--- src/rtl/pubkey_serializer_if.sv ---
// Key-in / byte-out bus of the SEC1 public-key serializer.
// The slave side belongs to the serializer; the master side belongs to whatever drives it.
interface pubkey_serializer_if #(
    parameter int X_W = 256
);
    logic           in_valid;
    logic           in_ready;
    logic [X_W-1:0] pub_x;
    logic [X_W-1:0] pub_y;
    logic           compressed;
    logic [7:0]     out_data;
    logic           out_valid;
    logic           out_ready;
    logic           out_last;
    logic [6:0]     out_len;
    logic           err;
    logic           busy;

    modport slave (
        input  in_valid, pub_x, pub_y, compressed, out_ready,
        output in_ready, out_data, out_valid, out_last, out_len, err, busy
    );

    modport master (
        output in_valid, pub_x, pub_y, compressed, out_ready,
        input  in_ready, out_data, out_valid, out_last, out_len, err, busy
    );
endinterface

--- src/rtl/pubkey_serializer.sv ---
// Serializes an affine secp256k1 public key into its SEC1 byte encoding:
// 33 bytes when compressed, 65 bytes when uncompressed, over a valid/ready stream.
module pubkey_serializer #(
    parameter int X_W = 256
) (
    input  logic                 clk,
    input  logic                 rst,
    pubkey_serializer_if.slave   bus
);
    localparam logic [2:0] S_IDLE   = 3'd0;
    localparam logic [2:0] S_PREFIX = 3'd1;
    localparam logic [2:0] S_XBYTES = 3'd2;
    localparam logic [2:0] S_YBYTES = 3'd3;
    localparam logic [2:0] S_ERR    = 3'd4;

    logic [2:0]       state_q, state_d;
    logic [6:0]       idx_q, idx_d;
    logic [2*X_W-1:0] sh_q, sh_d;    // {x, y}; the byte on the wire is always the top byte
    logic             comp_q, comp_d;
    logic             par_q, par_d;

    logic       streaming;
    logic       hs;
    logic [6:0] last_idx;

    assign streaming = (state_q == S_PREFIX) || (state_q == S_XBYTES) || (state_q == S_YBYTES);
    assign hs        = streaming && bus.out_ready;
    assign last_idx  = comp_q ? 7'd32 : 7'd64;

    always_comb begin
        state_d = state_q;
        idx_d   = idx_q;
        sh_d    = sh_q;
        comp_d  = comp_q;
        par_d   = par_q;
        case (state_q)
            S_IDLE: begin
                if (bus.in_valid) begin
                    sh_d    = {bus.pub_x, bus.pub_y};
                    comp_d  = bus.compressed;
                    par_d   = bus.pub_y[0];
                    idx_d   = 7'd0;
                    // Zero test on the very values being captured; no later input is looked at.
                    state_d = ((bus.pub_x == '0) && (bus.pub_y == '0)) ? S_ERR : S_PREFIX;
                end
            end
            S_ERR: state_d = S_IDLE;
            S_PREFIX: begin
                if (hs) begin
                    idx_d   = 7'd1;
                    state_d = S_XBYTES;
                end
            end
            S_XBYTES, S_YBYTES: begin
                if (hs) begin
                    sh_d = sh_q << 8;
                    if (idx_q == last_idx) begin
                        idx_d   = 7'd0;
                        state_d = S_IDLE;
                    end else begin
                        idx_d = idx_q + 7'd1;
                        if (idx_q == 7'd32) state_d = S_YBYTES;
                    end
                end
            end
            default: state_d = S_IDLE;
        endcase
    end

    always_ff @(posedge clk) begin
        if (rst) begin
            state_q <= S_IDLE;
            idx_q   <= 7'd0;
            sh_q    <= '0;
            comp_q  <= 1'b0;
            par_q   <= 1'b0;
        end else begin
            state_q <= state_d;
            idx_q   <= idx_d;
            sh_q    <= sh_d;
            comp_q  <= comp_d;
            par_q   <= par_d;
        end
    end

    always_comb begin
        bus.out_data = 8'h00;
        if (state_q == S_PREFIX)
            bus.out_data = comp_q ? {7'b0000_001, par_q} : 8'h04;
        else if ((state_q == S_XBYTES) || (state_q == S_YBYTES))
            bus.out_data = sh_q[2*X_W-1 -: 8];
    end

    assign bus.out_valid = streaming;
    assign bus.out_last  = streaming && (idx_q == last_idx);
    assign bus.out_len   = streaming ? (comp_q ? 7'd33 : 7'd65) : 7'd0;
    assign bus.err       = (state_q == S_ERR);
    assign bus.busy      = (state_q != S_IDLE);
    assign bus.in_ready  = (state_q == S_IDLE);
endmodule

--- src/flat_wrapper.sv ---
// flat-port wrapper written by rule: the top's interface ports become plain ports
module pubkey_serializer_flat 
#(
    parameter int X_W = 256
)
  (clk, rst, bus_in_valid, bus_pub_x, bus_pub_y, bus_compressed, bus_out_ready, bus_in_ready, bus_out_data, bus_out_valid, bus_out_last, bus_out_len, bus_err, bus_busy);
  pubkey_serializer_if #(.X_W(X_W)) bus_i ();
  input  logic clk;
  input  logic rst;
  input wire logic [$bits(bus_i.in_valid)-1:0] bus_in_valid;
  input wire logic [$bits(bus_i.pub_x)-1:0] bus_pub_x;
  input wire logic [$bits(bus_i.pub_y)-1:0] bus_pub_y;
  input wire logic [$bits(bus_i.compressed)-1:0] bus_compressed;
  input wire logic [$bits(bus_i.out_ready)-1:0] bus_out_ready;
  output wire logic [$bits(bus_i.in_ready)-1:0] bus_in_ready;
  output wire logic [$bits(bus_i.out_data)-1:0] bus_out_data;
  output wire logic [$bits(bus_i.out_valid)-1:0] bus_out_valid;
  output wire logic [$bits(bus_i.out_last)-1:0] bus_out_last;
  output wire logic [$bits(bus_i.out_len)-1:0] bus_out_len;
  output wire logic [$bits(bus_i.err)-1:0] bus_err;
  output wire logic [$bits(bus_i.busy)-1:0] bus_busy;
  assign bus_i.in_valid = bus_in_valid;
  assign bus_i.pub_x = bus_pub_x;
  assign bus_i.pub_y = bus_pub_y;
  assign bus_i.compressed = bus_compressed;
  assign bus_i.out_ready = bus_out_ready;
  assign bus_in_ready = bus_i.in_ready;
  assign bus_out_data = bus_i.out_data;
  assign bus_out_valid = bus_i.out_valid;
  assign bus_out_last = bus_i.out_last;
  assign bus_out_len = bus_i.out_len;
  assign bus_err = bus_i.err;
  assign bus_busy = bus_i.busy;
  pubkey_serializer #(.X_W(X_W)) u_core (.clk(clk), .rst(rst), .bus(bus_i));
endmodule
--- config.mk ---
export PLATFORM = sky130hd
export DESIGN_NAME = pubkey_serializer_flat
export DESIGN_NICKNAME = d
export VERILOG_FILES = /design/src/rtl/pubkey_serializer_if.sv /design/src/rtl/pubkey_serializer.sv /design/src/flat_wrapper.sv
export SDC_FILE = /design/constraint.sdc
export NUM_CORES = 1
export LEC_CHECK = 0
export CAP_MARGIN = 40
export CORE_ASPECT_RATIO = 1.1
export CORE_MARGIN = 4
export CORE_UTILIZATION = 40
export CTS_CLUSTER_DIAMETER = 100
export DETAILED_ROUTE_END_ITERATION = 6
export PLACE_DENSITY = 0.64
export SETUP_SLACK_MARGIN = 0.02
export SLEW_MARGIN = 20
export SYNTH_ARGS = -nofsm -noshare
export SYNTH_HDL_FRONTEND = slang
export SYNTH_SLANG_ARGS = --single-unit
--- constraint.sdc ---
create_clock -name clk -period 3.3 [get_ports clk]
set_input_delay 0.66 -clock clk [delete_from_list [all_inputs] [get_ports clk]]
set_output_delay 0.66 -clock clk [all_outputs]
set_load 0.005 [all_outputs]
==> results.md <==
- In the final routing, the length of wire on met1 measures 36100 µm.
- The number of DRC markers in iteration 0 is 2313.
- Once detail routing completed, the nets flagged for antenna violations numbered 0.
- The endpoint identified for the worst register-to-register timing path is u_core.sh_q[130]$_SDFFE_PP0P_.
- The tightest min-delay check is of the flop to flop type.
- For this design the ratio of total power to cell area is 624 nW/µm².
- The number of sinks driven by the clock tree is 524.
- Routability-driven placement finished with a final weighted congestion of 0.955.
- The switching power total is 6.20 mW.
- The part of the cycle the worst path needs is 0.917.
- In the synthesized netlist, the number of instances is 3112.
- The net count of the finished layout is 3998.
- After clock tree synthesis, the clock-pin slew on the worst setup and hold paths is 60 ps.
- In the global route stage, overall resource usage came out at 0.251.
- The synthesized area per cell is 7.57 µm².
- In this run the tightest slew margin relative to its limit is 0.337.
- The number of library cell types mapped by synthesis is 35.
- TritonCTS built the clock tree.
- The synthesized design contains 524 register bits.
- For the worst setup path, the data required time is 2640 ps.
- Of all flip-flops after synthesis, the portion carrying an async set or reset was 0.
- The critical path ends at bus_out_data[3].
- After the flow finishes, the layout carries non-filler instances totaling 4282.
- The initial antenna violation count came to 4.
- The x dimension of the die is 239 µm.
- Of the cells placed in the final design, the portion with a size suffix greater than 1 is 0.0452.
- CTS built an H-tree with a depth of 2.
- The worst register-to-register path has a depth of 4.
- The clock buffer count from CTS is 55.
- The total grt overflow is 0.
- The kind of end point of the critical path is an output port.
- The clock skew after layout is 20.7 ps.
- After detailed routing, the met3 layer carries 5420 µm of wire.
- The sequential element share of the synthesized area is 0.445.
- The max-slew violation count is 0.
- The startpoint of the lowest-slack hold path is u_core.sh_q[3]$_SDFFE_PP0P_.
- The clock power share is 0.315.
- The critical path starts at u_core.state_q[2]$_SDFFE_PP0P_.
- Fill cells in the final layout number 5535.
- Setup repair after global routing left no endpoint under its margin.
- The boundary pin count is 537.
- The HPWL after detailed placement is 61200 µm.
- The number of endpoints with negative hold slack in the final report is 0.
- Of all nets on the critical path, the largest fanout is 21.
- The minimum hold slack is 455 ps.
- After detailed routing, the number of remaining DRC violations is 0.
- The total iterations of the first detailed-routing run is 5.
- At the pin with the least slew margin, the transition time is 994 ps.
- The worst setup slack after placement is -163 ps.
- After layout, the minimum clock period comes to 3020 ps.
- The wire length of the first global-routing pass is 129000 µm.
- The part of the total power dissipated in sequential elements is 0.425.
- The critical path start-end classification is flop to output port.
- The internal portion of the total power is 13.3 mW.
- The synthesized design contains 0 enable-type register cells.
- After floorplanning, the core was divided into 93 placement rows.
- The total instance count after detailed placement is 4182.
- Of the total power, the share spent switching nets is 0.319.
- Dividing the detail-routed wire length by the instance count gives 19.5 µm.
- The flow ran to the end, and the final reports show no timing, DRC or antenna violations.
- For the final routed database, the setup TNS stands at 0 ps.
- Of the total power, combinational logic draws 0.260.
- The worst register-to-register path begins at u_core.state_q[2]$_SDFFE_PP0P_.
- Dividing the detail-routed via count by the number of cells gives 5.68.
- Based on the critical path, the design can be clocked at up to 331 MHz.
- The area growth from synthesis to layout is 32.5%.
- For this configuration, the core starts out at a cell density of 0.403.
- The routed length on met2 is 39500 µm.
- Across the run, the number of max-cap violations was 0.
- Setup violations remaining at the end of the flow were counted as 0.
- Entering global routing, the biggest net connects 201 pins.
- The vertical die dimension is 263 µm.
- The via total after detailed routing is 24.3k.
- For this design the static power due to leakage is 11.6 nW.
- The setup slack of the critical path after layout is 275 ps.
- The root buffer cell is sky130_fd_sc_hd__clkbuf_16.
- For the worst setup path, the data arrival time is 2360 ps.
- The routed design has 83700 µm of wire.
- The uppermost metal layer occupied by signal nets is met5.
- The largest voltage drop on the vdd net is 0.000435 V.
- The number of hold buffers added after cts is 0.
- The worst setup path is launched from a flop.
- Summing every instance area after synthesis gives 23600 µm².
- The number of buffers between clock root and the deepest sink is 3.
- The full die area is 62800 µm².
- The worst-skew pair later-pin latency is 600 ps.
- Yosys printed 0 warnings.
- In this run the register-to-register setup slack is 880 ps.
- The via count of the first global-routing pass is 23.6k.
- In this run the tool buffered the top-level ports with 532 buffer cells.
- The most common flop cell mapped by yosys is sky130_fd_sc_hd__dfxtp_1.
- The core area is 58400 µm².
-- how the worst min path moves through the flow --
stage,endpoint,slack (ps),cells after the start
after floorplan,u_core.par_q$_SDFFE_PP0P_,430,2
after CTS,u_core.sh_q[5]$_SDFFE_PP0P_,460,2
after global placement,u_core.sh_q[2]$_SDFFE_PP0P_,440,2
final,u_core.sh_q[3]$_SDFFE_PP0P_,460,2
after detailed placement,u_core.sh_q[3]$_SDFFE_PP0P_,450,2
after global routing,u_core.sh_q[3]$_SDFFE_PP0P_,480,2
-- worst max-delay path, cell delays in order, from the launching register on --
cell and delay [ps]:
sky130_fd_sc_hd__dfxtp_1 430, sky130_fd_sc_hd__nor2b_4 560, sky130_fd_sc_hd__and2_1 260, sky130_fd_sc_hd__clkdlybuf4s50_1 520
-- area by class of cell --
type                       count  area [µm²]  area share
antenna                        1        2.50   0.0000802
clock buffer                  90        1710      0.0548
multi-input combinational   2294       11800       0.378
tap                          760         951      0.0305
clock inverter                 9        87.6     0.00281
inverter                       4        15.0    0.000481
timing repair buffer         600        6160       0.197
sequential                   524       10500       0.336
-- power groups by stage --
stage | Clock, mW | Sequential (mW) | Combinational [mW]
floorplan | 0 | 8.18 | 3.41
global placement | 0 | 8.35 | 4.93
detailed placement | 0 | 8.38 | 5.04
CTS | 6.26 | 8.26 | 5.06
global route | 6.50 | 8.40 | 5.67
finish | 6.13 | 8.28 | 5.06
-- flip-flops by register name, indices dropped and copies added (netlist names) --
name and cells:
u_core.comp_q 1, u_core.idx_q 7, u_core.par_q 1, u_core.sh_q 512, u_core.state_q 3
-- kinds of logic after synthesis --
| kind of cell | after synthesis | synth area share |
|---|---|---|
| compound gates | 530 | 0.194 |
| xor+xnor | 5 | 0.00186 |
| fa+ha+maj | 2 | 0.00106 |
| buf+inv | 297 | 0.0555 |
| flops | 524 | 0.445 |
| other cells | 1 | 0.000159 |
| simple gates | 1753 | 0.302 |
-- cells in the mapped netlist (2+ instances only) --
library cell | count | area share
sky130_fd_sc_hd__nor3b_1 | 3 | 0.00096
sky130_fd_sc_hd__clkbuf_1 | 160 | 0.025
sky130_fd_sc_hd__ha_1 | 2 | 0.0011
sky130_fd_sc_hd__a311oi_1 | 504 | 0.19
sky130_fd_sc_hd__o21ai_0 | 3 | 0.00064
sky130_fd_sc_hd__xor2_1 | 5 | 0.0019
sky130_fd_sc_hd__inv_1 | 4 | 0.00064
sky130_fd_sc_hd__and2_1 | 7 | 0.0019
sky130_fd_sc_hd__buf_4 | 13 | 0.0041
sky130_fd_sc_hd__buf_2 | 115 | 0.024
sky130_fd_sc_hd__a21o_1 | 3 | 0.00096
sky130_fd_sc_hd__dfxtp_1 | 524 | 0.45
sky130_fd_sc_hd__nand3b_1 | 9 | 0.0029
sky130_fd_sc_hd__nand4_1 | 37 | 0.0098
sky130_fd_sc_hd__nor3_1 | 4 | 0.00085
sky130_fd_sc_hd__and3_1 | 2 | 0.00053
sky130_fd_sc_hd__nand2_1 | 1029 | 0.16
sky130_fd_sc_hd__nor2b_1 | 3 | 0.00080
sky130_fd_sc_hd__nor4_1 | 136 | 0.036
sky130_fd_sc_hd__nor2_1 | 517 | 0.082
sky130_fd_sc_hd__a21oi_1 | 14 | 0.0030
sky130_fd_sc_hd__buf_1 | 5 | 0.00080
-- what timing repair did --
action                                  4_1_cts  5_1_grt
endpoints found under the hold margin         0        0
gates resized for setup                       0        1
endpoints found under the setup margin        0        1
buffers inserted                              0        0
-- cell usage in the layout, fill, tap and decap left out, drive strengths merged --
cell type and count:
a31oi 1, nand3b 9, and2 7, o22ai 1, clkinvlp 1, clkinv 6, o32ai 1, and3 2
conb 4, nor3b 3, nor2 518, nand2 1029, a21oi 15, ha 2, nor4 136, a311oi 504
o21ai 3, nor3 4, nand3 1, dfxtp 524, xor2 5, a22oi 1, clkdlybuf4s15 1, buf 68
a21o 3, nand2b 1, or2 1, nor4b 1, a211oi 1, or3 1, diode 1, inv 5
bufinv 1, nand4 37, clkbuf 90, nor2b 3, clkdlybuf4s50 531
-- metrics by stage --
step	instance area (µm²)	util	total power [mW]
2_1_floorplan	23600	-	11.6
3_5_place_dp	29400	0.503	13.4
4_1_cts	31200	0.534	19.6
3_3_place_gp	29400	0.503	13.3
5_1_grt	31200	0.534	20.6
6_report	31200	0.534	19.5
-- layer usage --
metal,vias up,global-route usage
met5,-,0
met4,6,0.0777
met3,160,0.0440
met2,862,0.412
met1,11509,0.336
li1,11796,-
Note: power is estimated with default switching activity, not from simulation.
